--- src/rtl/traffic_light_monitor.sv ---
// Independent safety monitor for the four-road signal-head bus.
// Optional cycle statistics output enabled by defining TLM_STATS_EN.
module traffic_light_monitor #(
    parameter int GREEN_A_CYC = 8,
    parameter int GREEN_B_CYC = 6,
    parameter int YELLOW_CYC  = 3,
    parameter int TOL         = 0,
    parameter int CNT_W       = 4
) (
    input  logic             clk,
    input  logic             reset,
    input  logic [11:0]      lamps,
    input  logic             fault_clr,
    output logic [1:0]       phase,
    output logic             phase_valid,
    output logic             locked,
    output logic [CNT_W-1:0] dwell,
    output logic             fault_conflict,
    output logic             fault_illegal,
    output logic             fault_seq,
    output logic             fault_timing
`ifdef TLM_STATS_EN
    ,
    output logic [15:0]      cycle_count
`endif
);

    localparam logic [1:0] SYNC  = 2'd0;
    localparam logic [1:0] ACQ   = 2'd1;
    localparam logic [1:0] TRACK = 2'd2;

    localparam logic [2:0] ASP_G = 3'b001;
    localparam logic [2:0] ASP_Y = 3'b010;
    localparam logic [2:0] ASP_R = 3'b100;

    localparam int MAXD = (1 << CNT_W) - 1;

    logic [11:0]      lamps_q;
    logic             q_vld;
    logic [1:0]       state;

    logic [5:0]       grp_a;
    logic [5:0]       grp_b;
    logic             lit_a;
    logic             lit_b;
    logic             conflict;
    logic             legal;
    logic [1:0]       code;

    logic [1:0]       st_n;
    logic [1:0]       ph_n;
    logic             pv_n;
    logic [CNT_W-1:0] dw_n;
    logic [CNT_W-1:0] dw_inc;
    logic             new_conf;
    logic             new_ill;
    logic             new_seq;
    logic             new_tim;
    logic             wrap;
    int               e_cur;

    function automatic logic over(input logic [CNT_W-1:0] d, input int e);
        return (d == CNT_W'(MAXD)) || (int'(d) > e + TOL);
    endfunction

    function automatic int exp_cyc(input logic [1:0] p);
        unique case (p)
            2'd0:    return GREEN_A_CYC;
            2'd2:    return GREEN_B_CYC;
            default: return YELLOW_CYC;
        endcase
    endfunction

    assign grp_a    = lamps_q[5:0];
    assign grp_b    = lamps_q[11:6];
    assign lit_a    = |{grp_a[4:3], grp_a[1:0]};
    assign lit_b    = |{grp_b[4:3], grp_b[1:0]};
    assign conflict = lit_a & lit_b;
    assign locked   = (state == TRACK);
    assign dw_inc   = (dwell == CNT_W'(MAXD)) ? dwell : dwell + 1'b1;
    assign e_cur    = exp_cyc(phase);

    always_comb begin
        legal = 1'b1;
        code  = 2'd0;
        unique case (1'b1)
            (grp_a == {ASP_G, ASP_G}) && (grp_b == {ASP_R, ASP_R}): code = 2'd0;
            (grp_a == {ASP_Y, ASP_Y}) && (grp_b == {ASP_R, ASP_R}): code = 2'd1;
            (grp_a == {ASP_R, ASP_R}) && (grp_b == {ASP_G, ASP_G}): code = 2'd2;
            (grp_a == {ASP_R, ASP_R}) && (grp_b == {ASP_Y, ASP_Y}): code = 2'd3;
            default: legal = 1'b0;
        endcase
    end

    always_comb begin
        st_n     = state;
        ph_n     = phase;
        pv_n     = phase_valid;
        dw_n     = dwell;
        new_conf = 1'b0;
        new_ill  = 1'b0;
        new_seq  = 1'b0;
        new_tim  = 1'b0;
        wrap     = 1'b0;
        if (q_vld) begin
            if (conflict || !legal) begin
                new_conf = conflict;
                new_ill  = !conflict;
                st_n     = SYNC;
                pv_n     = 1'b0;
                dw_n     = '0;
            end else begin
                pv_n = 1'b1;
                if (state == SYNC) begin
                    st_n = ACQ;
                    ph_n = code;
                    dw_n = CNT_W'(1);
                end else if (code == phase) begin
                    dw_n = dw_inc;
                    // Fire once, on the cycle the dwell first crosses the window
                    if (state == TRACK && over(dw_inc, e_cur) && !over(dwell, e_cur))
                        new_tim = 1'b1;
                end else if (code == 2'(phase + 2'd1)) begin
                    st_n = TRACK;
                    ph_n = code;
                    dw_n = CNT_W'(1);
                    if (state == TRACK &&
                        (int'(dwell) < e_cur - TOL || over(dwell, e_cur)))
                        new_tim = 1'b1;
                    wrap = (state == TRACK) && (phase == 2'd3) && !new_tim;
                end else begin
                    new_seq = 1'b1;
                    st_n    = ACQ;
                    ph_n    = code;
                    dw_n    = CNT_W'(1);
                end
            end
        end
    end

    // q_vld keeps the post-reset lamps_q=0 from being judged as dark
    always_ff @(posedge clk or posedge reset) begin
        if (reset) begin
            lamps_q        <= '0;
            q_vld          <= 1'b0;
            state          <= SYNC;
            phase          <= 2'd0;
            phase_valid    <= 1'b0;
            dwell          <= '0;
            fault_conflict <= 1'b0;
            fault_illegal  <= 1'b0;
            fault_seq      <= 1'b0;
            fault_timing   <= 1'b0;
        end else begin
            lamps_q        <= lamps;
            q_vld          <= 1'b1;
            state          <= st_n;
            phase          <= ph_n;
            phase_valid    <= pv_n;
            dwell          <= dw_n;
            fault_conflict <= (fault_conflict & ~fault_clr) | new_conf;
            fault_illegal  <= (fault_illegal & ~fault_clr) | new_ill;
            fault_seq      <= (fault_seq & ~fault_clr) | new_seq;
            fault_timing   <= (fault_timing & ~fault_clr) | new_tim;
        end
    end

`ifdef TLM_STATS_EN
    always_ff @(posedge clk or posedge reset) begin
        if (reset)
            cycle_count <= '0;
        else if (wrap)
            cycle_count <= cycle_count + 16'd1;
    end
`else
    logic unused_wrap;
    assign unused_wrap = wrap;
`endif

endmodule
--- config.mk ---
export PLATFORM = sky130hd
export DESIGN_NAME = traffic_light_monitor
export DESIGN_NICKNAME = d
export VERILOG_FILES = /design/src/rtl/traffic_light_monitor.sv
export SDC_FILE = /design/constraint.sdc
export NUM_CORES = 1
export LEC_CHECK = 0
export BUFFER_PORTS_ARGS = -buffer_cell sky130_fd_sc_hd__buf_2
export CELL_PAD_IN_SITES_DETAIL_PLACEMENT = 0
export CELL_PAD_IN_SITES_GLOBAL_PLACEMENT = 1
export CORE_ASPECT_RATIO = 1.75
export CORE_UTILIZATION = 46
export CTS_CLUSTER_SIZE = 30
export DETAILED_ROUTE_END_ITERATION = 8
export PLACE_DENSITY = 0.81
export SYNTH_ARGS = -nofsm -noshare
export SYNTH_HDL_FRONTEND = slang
export SYNTH_SLANG_ARGS = --single-unit
--- constraint.sdc ---
create_clock -name clk -period 3.5 [get_ports clk]
set_input_delay 0.7 -clock clk [delete_from_list [all_inputs] [get_ports clk]]
set_output_delay 0.7 -clock clk [all_outputs]
set_load 0.01 [all_outputs]
# Yosys cells after proc, flatten, opt, wreduce, memory -nomap -nowiden
# Cells that the tools add are included.
[classes]
n_addsub = 2
order_cmp = 3
n_eq_ne = 14
muxes = 30
n_bitwise = 11
reduce_logical = 21
[op_table]
columns = ["operator", "count"]
rows = [
  ["$gt A5 B32 Y1", 2],
  ["$lt A5 B32 Y1", 1],
  ["$mux W1", 18],
  ["$mux W4", 4],
  ["$eq A6 B4 Y1 const B", 2],
  ["$eq A6 B5 Y1 const B", 2],
  ["$eq A6 B6 Y1 const B", 2],
  ["$mux W2", 6],
  ["$reduce_or A4 Y1", 3],
  ["$eq A4 B4 Y1 const B", 2],
  ["$pmux W4 S2", 1],
  ["$logic_and A1 B1 Y1", 7],
  ["$pmux W2 S3", 1],
  ["$and A1 B1 Y1", 5],
  ["$add A4 B1 Y4 const B", 1],
  ["$eq A2 B2 Y1", 2],
  ["$eq A2 B2 Y1 const B", 2],
  ["$logic_not A2 Y1", 2],
  ["$logic_or A1 B1 Y1", 4],
  ["$or A1 B1 Y1", 4],
  ["$logic_not A1 Y1", 3],
  ["$ne A3 B3 Y1 const B", 1],
  ["$reduce_and A3 Y1", 1],
  ["$add A2 B1 Y2 const B", 1],
  ["3 further kinds", 4],
]
[word_totals]
register_bits = 26
inputBits = 15
out_inout_bits = 12
word_cells = 91

# Depth between registers and ports, before layout
[logic_depth]
ltp_word = 13
ltp_mapped = 10
ltp_nobuf = 10

# Least setup slack after synthesis
# OpenSTA, ideal clock, no wires.
[synth_path]
kind = "reg2reg"
start = "register dwell[1]"
end = "register fault_timing"
setup_time_ps = 133
t_arrival_ps = 2110
t_required_ps = 3367
slack_ps = 1258
stages_incl_launch_ff = 8
n_path_buf = 0
synth_period_minus_slack_ps = 2242
cell_sequence = "dfrtp_1 -> ha_1 -> nand3_1 -> xnor2_1 -> ha_1 -> or3b_2 -> a21oi_1 -> o41ai_2"
[synth_via]
elab_chain_cells = 12
elab_cells_between_ends = 22
classes_between = "1 x add/sub; 3 x order compare; 2 x eq/ne; 8 x mux; 1 x bitwise; 7 x reduce/logical"
[synth_rtl]
columns = ["item", "line_no", "source"]
rows = [
  ["start: declaration", "17", "output logic [CNT_W-1:0] dwell,"],
  ["start signal: assignment", "160", "dwell <= dw_n;"],
  ["$add A4 B1 Y4 or $eq A4 B4 Y1 (tied branches)", "80, 63", ""],
  ["$mux W4", "80", "assign dw_inc = (dwell == CNT_W'(MAXD)) ? dwell : dwell + 1'b1;"],
  ["$gt A5 B32 Y1 or $eq A4 B4 Y1 (tied branches)", "63", "return (d == CNT_W'(MAXD)) || (int'(d) > e + TOL);"],
  ["$logic_or A1 B1 Y1", "63", ""],
  ["$logic_and A1 B1 Y1 (2 in series)", "121", "if (state == TRACK && over(dw_inc, e_cur) && !over(dwell, e_cur))"],
  ["$mux W1", "121", ""],
  ["$mux W1 (*)", "118", "end else if (code == phase) begin"],
  ["$mux W1 (*)", "114", "if (state == SYNC) begin"],
  ["$mux W1 (*)", "106", "if (conflict || !legal) begin"],
  ["$mux W1 (*)", "105", "if (q_vld) begin"],
  ["$or A1 B1 Y1 (*)", "164", "fault_timing <= (fault_timing & ~fault_clr) | new_tim;"],
  ["end signal: assignment", "164", ""],
  ["end: declaration", "21", "output logic fault_timing"],
]
# Mark *: on every way between the ends. The rest lies on a longest branch, timed or not.
# A chain may end at the register's enable or synchronous reset.

# Worst setup path after layout
# Same ends and word-level chain as after synthesis.

==> run_results.csv <==
group,metric,value,unit
worst_hold_path,whs_path_depth,1,
critical_path,cp_num_buf_inv,0,
placement,hpwl,2820,µm
drt,antenna_violating_nets_post_route,0,
clock_network,cts_tree,"done",
floorplanning,num_rows,27,
timing,fin_skew,0.00661,ns
critical_path,required,3.65,ns
critical_path,path_max_fanout,8,
yosys,synth_cells,153,
pwr,p_leak,0.835,nW
drt,routed_wl,3430,µm
cells_and_area,multi_input_area,828,µm²
floorplanning,die_y,78.5,µm
drt,drtIter0Drc,36,
critical_path,rrSetupSlack,1.04,ns
yosys,netlist.area_leader.share,0.423,
cells_and_area,fin_area,1770,µm²
pwr,irDropWorstVdd,0.000320,V
timing,setup_viol,0,
timing,hold_violations,0,
critical_path,startpoint,"dwell[1]",
placement,placed_cell_area,1720,µm²
clock_network,h-tree-depth,1,
yosys,ys_warn_count,0,
yosys,synth_commonest_cells,"dfrtp_1 (26), inv_1 (15), nor2_1 (12)",
timing,final_max_slew_viol_count,0,
critical_path,worstPathArrival,2.60,ns
floorplanning,die_w,45.7,µm
yosys,yosysMostFrequentCell,"dfrtp_1",
drt,firstDrtPassIters,5,
global_routing,grt_antenna_before_repair,0,
clock_network,clkTransAtPathRegs,0.09,ns
timing,rsz0062_at_grt,"no",
critical_path,path_cells,"ha_1 -> nand3_1 -> mux2i_1 -> xnor2_1 -> or3b_2 -> a21oi_1 -> o41ai_2",
yosys,synth_edf_count,0,
clock_network,postCtsSetupRepairBufs,0,
drt,vias_per_cell,5.75,
pwr,powerDensity,304,nW/µm²
clock_network,cts_resized,0,
cells_and_area,area_delta_synth_final,15.3,%
critical_path,r2r_end,"fault_timing",
critical_path,cpLargestDelayFamily,"simple AND/OR/NAND/NOR gates",
cells_and_area,diodes,0,
clock_network,numClockSinks,26,
global_routing,grt_pass1_wl,5540,µm
placement,io_buffers,26,
worst_hold_path,holdCritPathClass,"in2reg",
floorplanning,dieArea,3590,µm²
critical_path,max_stage_delay,0.51,ns
critical_path,crit_end,"fault_timing",
clock_network,cts_root_buf,"clkbuf_8",
critical_path,reg2regPathDepth,7,
clock_network,cts-hold-fix-buffers,0,
global_routing,gr-usage-all-layers,0.216,
yosys,async_flop_share,1.00,
cells_and_area,final_layout_size_suffix_gt1_frac,0.236,
cells_and_area,n_fill_cell,340,
yosys,synth_flop_cell,"dfrtp_1",
critical_path,critical_path_class,"reg2reg",
pwr,pwr-share-seq,0.587,
critical_path,setup.worst_path.start_class,"flip-flop",
yosys,synth_cell_type_count,47,
drt,vias,1294,
floorplanning,floorplan.initialDensity,0.485,
yosys,synth_area_leader_cell,"dfrtp_1",
yosys,ys_seq_area_frac,0.423,
pwr,p_clk_frac,0.358,
yosys,syn_area,1540,µm²
pwr,p_switching,115,µW
global_routing,grt_max_degree,27,
drt,wl_per_cell,15.3,µm
critical_path,cp.depth,7,
critical_path,reg2reg_from,"dwell[1]",
global_routing,overflow,0,
placement,place_congestion,0.893,
pwr,sw_frac_of_total,0.213,
clock_network,clock_latency,0.27,ns
timing,timing.final.crit_share,0.701,
yosys,synthTopCellsByArea,"dfrtp_1 (42%), ha_1 (8.1%), xnor2_1 (4.0%)",
timing,min_period,2.46,ns
outcome,status,"finished clean",
clock_network,numCtsBuffers,3,
clock_network,cts_buffer_depth,2,
critical_path,cp_slowest_cell,"dfrtp_1",
yosys,synth_nets,178,
timing,finalSetupTns,0,ns
pwr,internal-power,424,µW
floorplanning,io_pins,27,
timing,max_freq,407,MHz
yosys,ys_ff_latch,26,
cells_and_area,fin_nets,208,
pwr,p_comb_frac,0.055,
cells_and_area,ff_latch_area,651,µm²
critical_path,worstSetupEndpointType,"flip-flop",
global_routing,grt_pass1_vias,1316,
drt,drc,0,
job,max_cap_viol_count,0,
timing,worst_slew_pin_slew,0.939,ns
yosys,syn_area_per_cell,10.1,µm²
timing,max_slew_margin,0.373,
floorplanning,coreArea,3180,µm²
[power groups by stage]
stage | Sequential (mW) | Clock (mW) | Combinational [mW]
after floorplan | 0.320 | 0 | 0.0174
after global placement | 0.322 | 0 | 0.0297
after detailed placement | 0.323 | 0 | 0.0305
after CTS | 0.317 | 0.198 | 0.0305
after global routing | 0.318 | 0.210 | 0.0335
final | 0.316 | 0.193 | 0.0297
[how the worst min path moves through the flow]
| stage | from | to | slack, ns |
|---|---|---|---|
| 3_5_place_dp | phase_valid | phase_valid | 0.51 |
| 6_report | lamps[6] | lamps_q[6] | 0.52 |
| 5_1_grt | lamps[6] | lamps_q[6] | 0.51 |
| 4_1_cts | lamps[6] | lamps_q[6] | 0.52 |
| 2_1_floorplan | state[0] | state[0] | 0.51 |
| 3_3_place_gp | fault_conflict | fault_conflict | 0.51 |
[registers in the layout, indices dropped and copies added, names as in the netlist]
name	count
fault_seq	1
phase_valid	1
dwell	4
fault_conflict	1
state	2
q_vld	1
fault_illegal	1
fault_timing	1
phase	2
lamps_q	12
[layout by cell type, fill, tap and decap left out, drive strengths merged, types with 2 or more instances in the layout]
master,instances
dfrtp,26
buf,26
inv,15
nor2,12
ha,10
nand2,9
a21oi,8
xnor2,7
o21ai,7
nand3,6
or4bb,6
nor2b,4
clkbuf,4
nor3,3
or2,3
or4,2
o32ai,2
a41o,2
o22ai,2
or3,2
o31ai,2
nor3b,2
a211oi,2
a211o,2
[worst reg2reg max path: stages (launching register included)]
cell and delay (ns):
dfrtp_1 0.51, ha_1 0.31, nand3_1 0.25, mux2i_1 0.36, xnor2_1 0.14, or3b_2 0.47
a21oi_1 0.19, o41ai_2 0.10
[stage by stage]
step | cells | setup slack, ns | hold slack, ns | util | power (mW)
6_report | 225 | 1.04 | 0.524 | 0.559 | 0.539
4_1_cts | 225 | 1.02 | 0.522 | 0.559 | 0.545
5_1_grt | 225 | 0.792 | 0.511 | 0.559 | 0.561
3_3_place_gp | 221 | 1.17 | 0.513 | 0.541 | 0.351
3_5_place_dp | 221 | 1.03 | 0.514 | 0.541 | 0.353
2_1_floorplan | 153 | 1.26 | 0.514 | - | 0.338
[metal layers]
| metal | share of wire | GRT usage |
|---|---|---|
| met3 | 0.028 | 0.0230 |
| met1 | 0.34 | 0.195 |
| met5 | 0 | 0 |
| met2 | 0.58 | 0.416 |
| met4 | 0.047 | 0.129 |
[final cells by class]
class | count | share of cell area
clock buffers | 4 | 0.0310
repair buffers | 26 | 0.0733
multi-input cells | 111 | 0.467
well taps | 43 | 0.0303
inverters | 15 | 0.0317
flip-flops and latches | 26 | 0.367
[logic make-up after synthesis]
group	count (synthesis)	share of synthesized area
other	1	0.00244
XOR/XNOR	8	0.0455
multiplexers	1	0.00650
AO/OA/AOI/OAI	38	0.188
AND/OR/NAND/NOR	53	0.215
adder cells (fa/ha/maj)	10	0.0813
buffers and inverters	16	0.0390
flip-flops	26	0.423
Power figures use the tool's default switching activity.
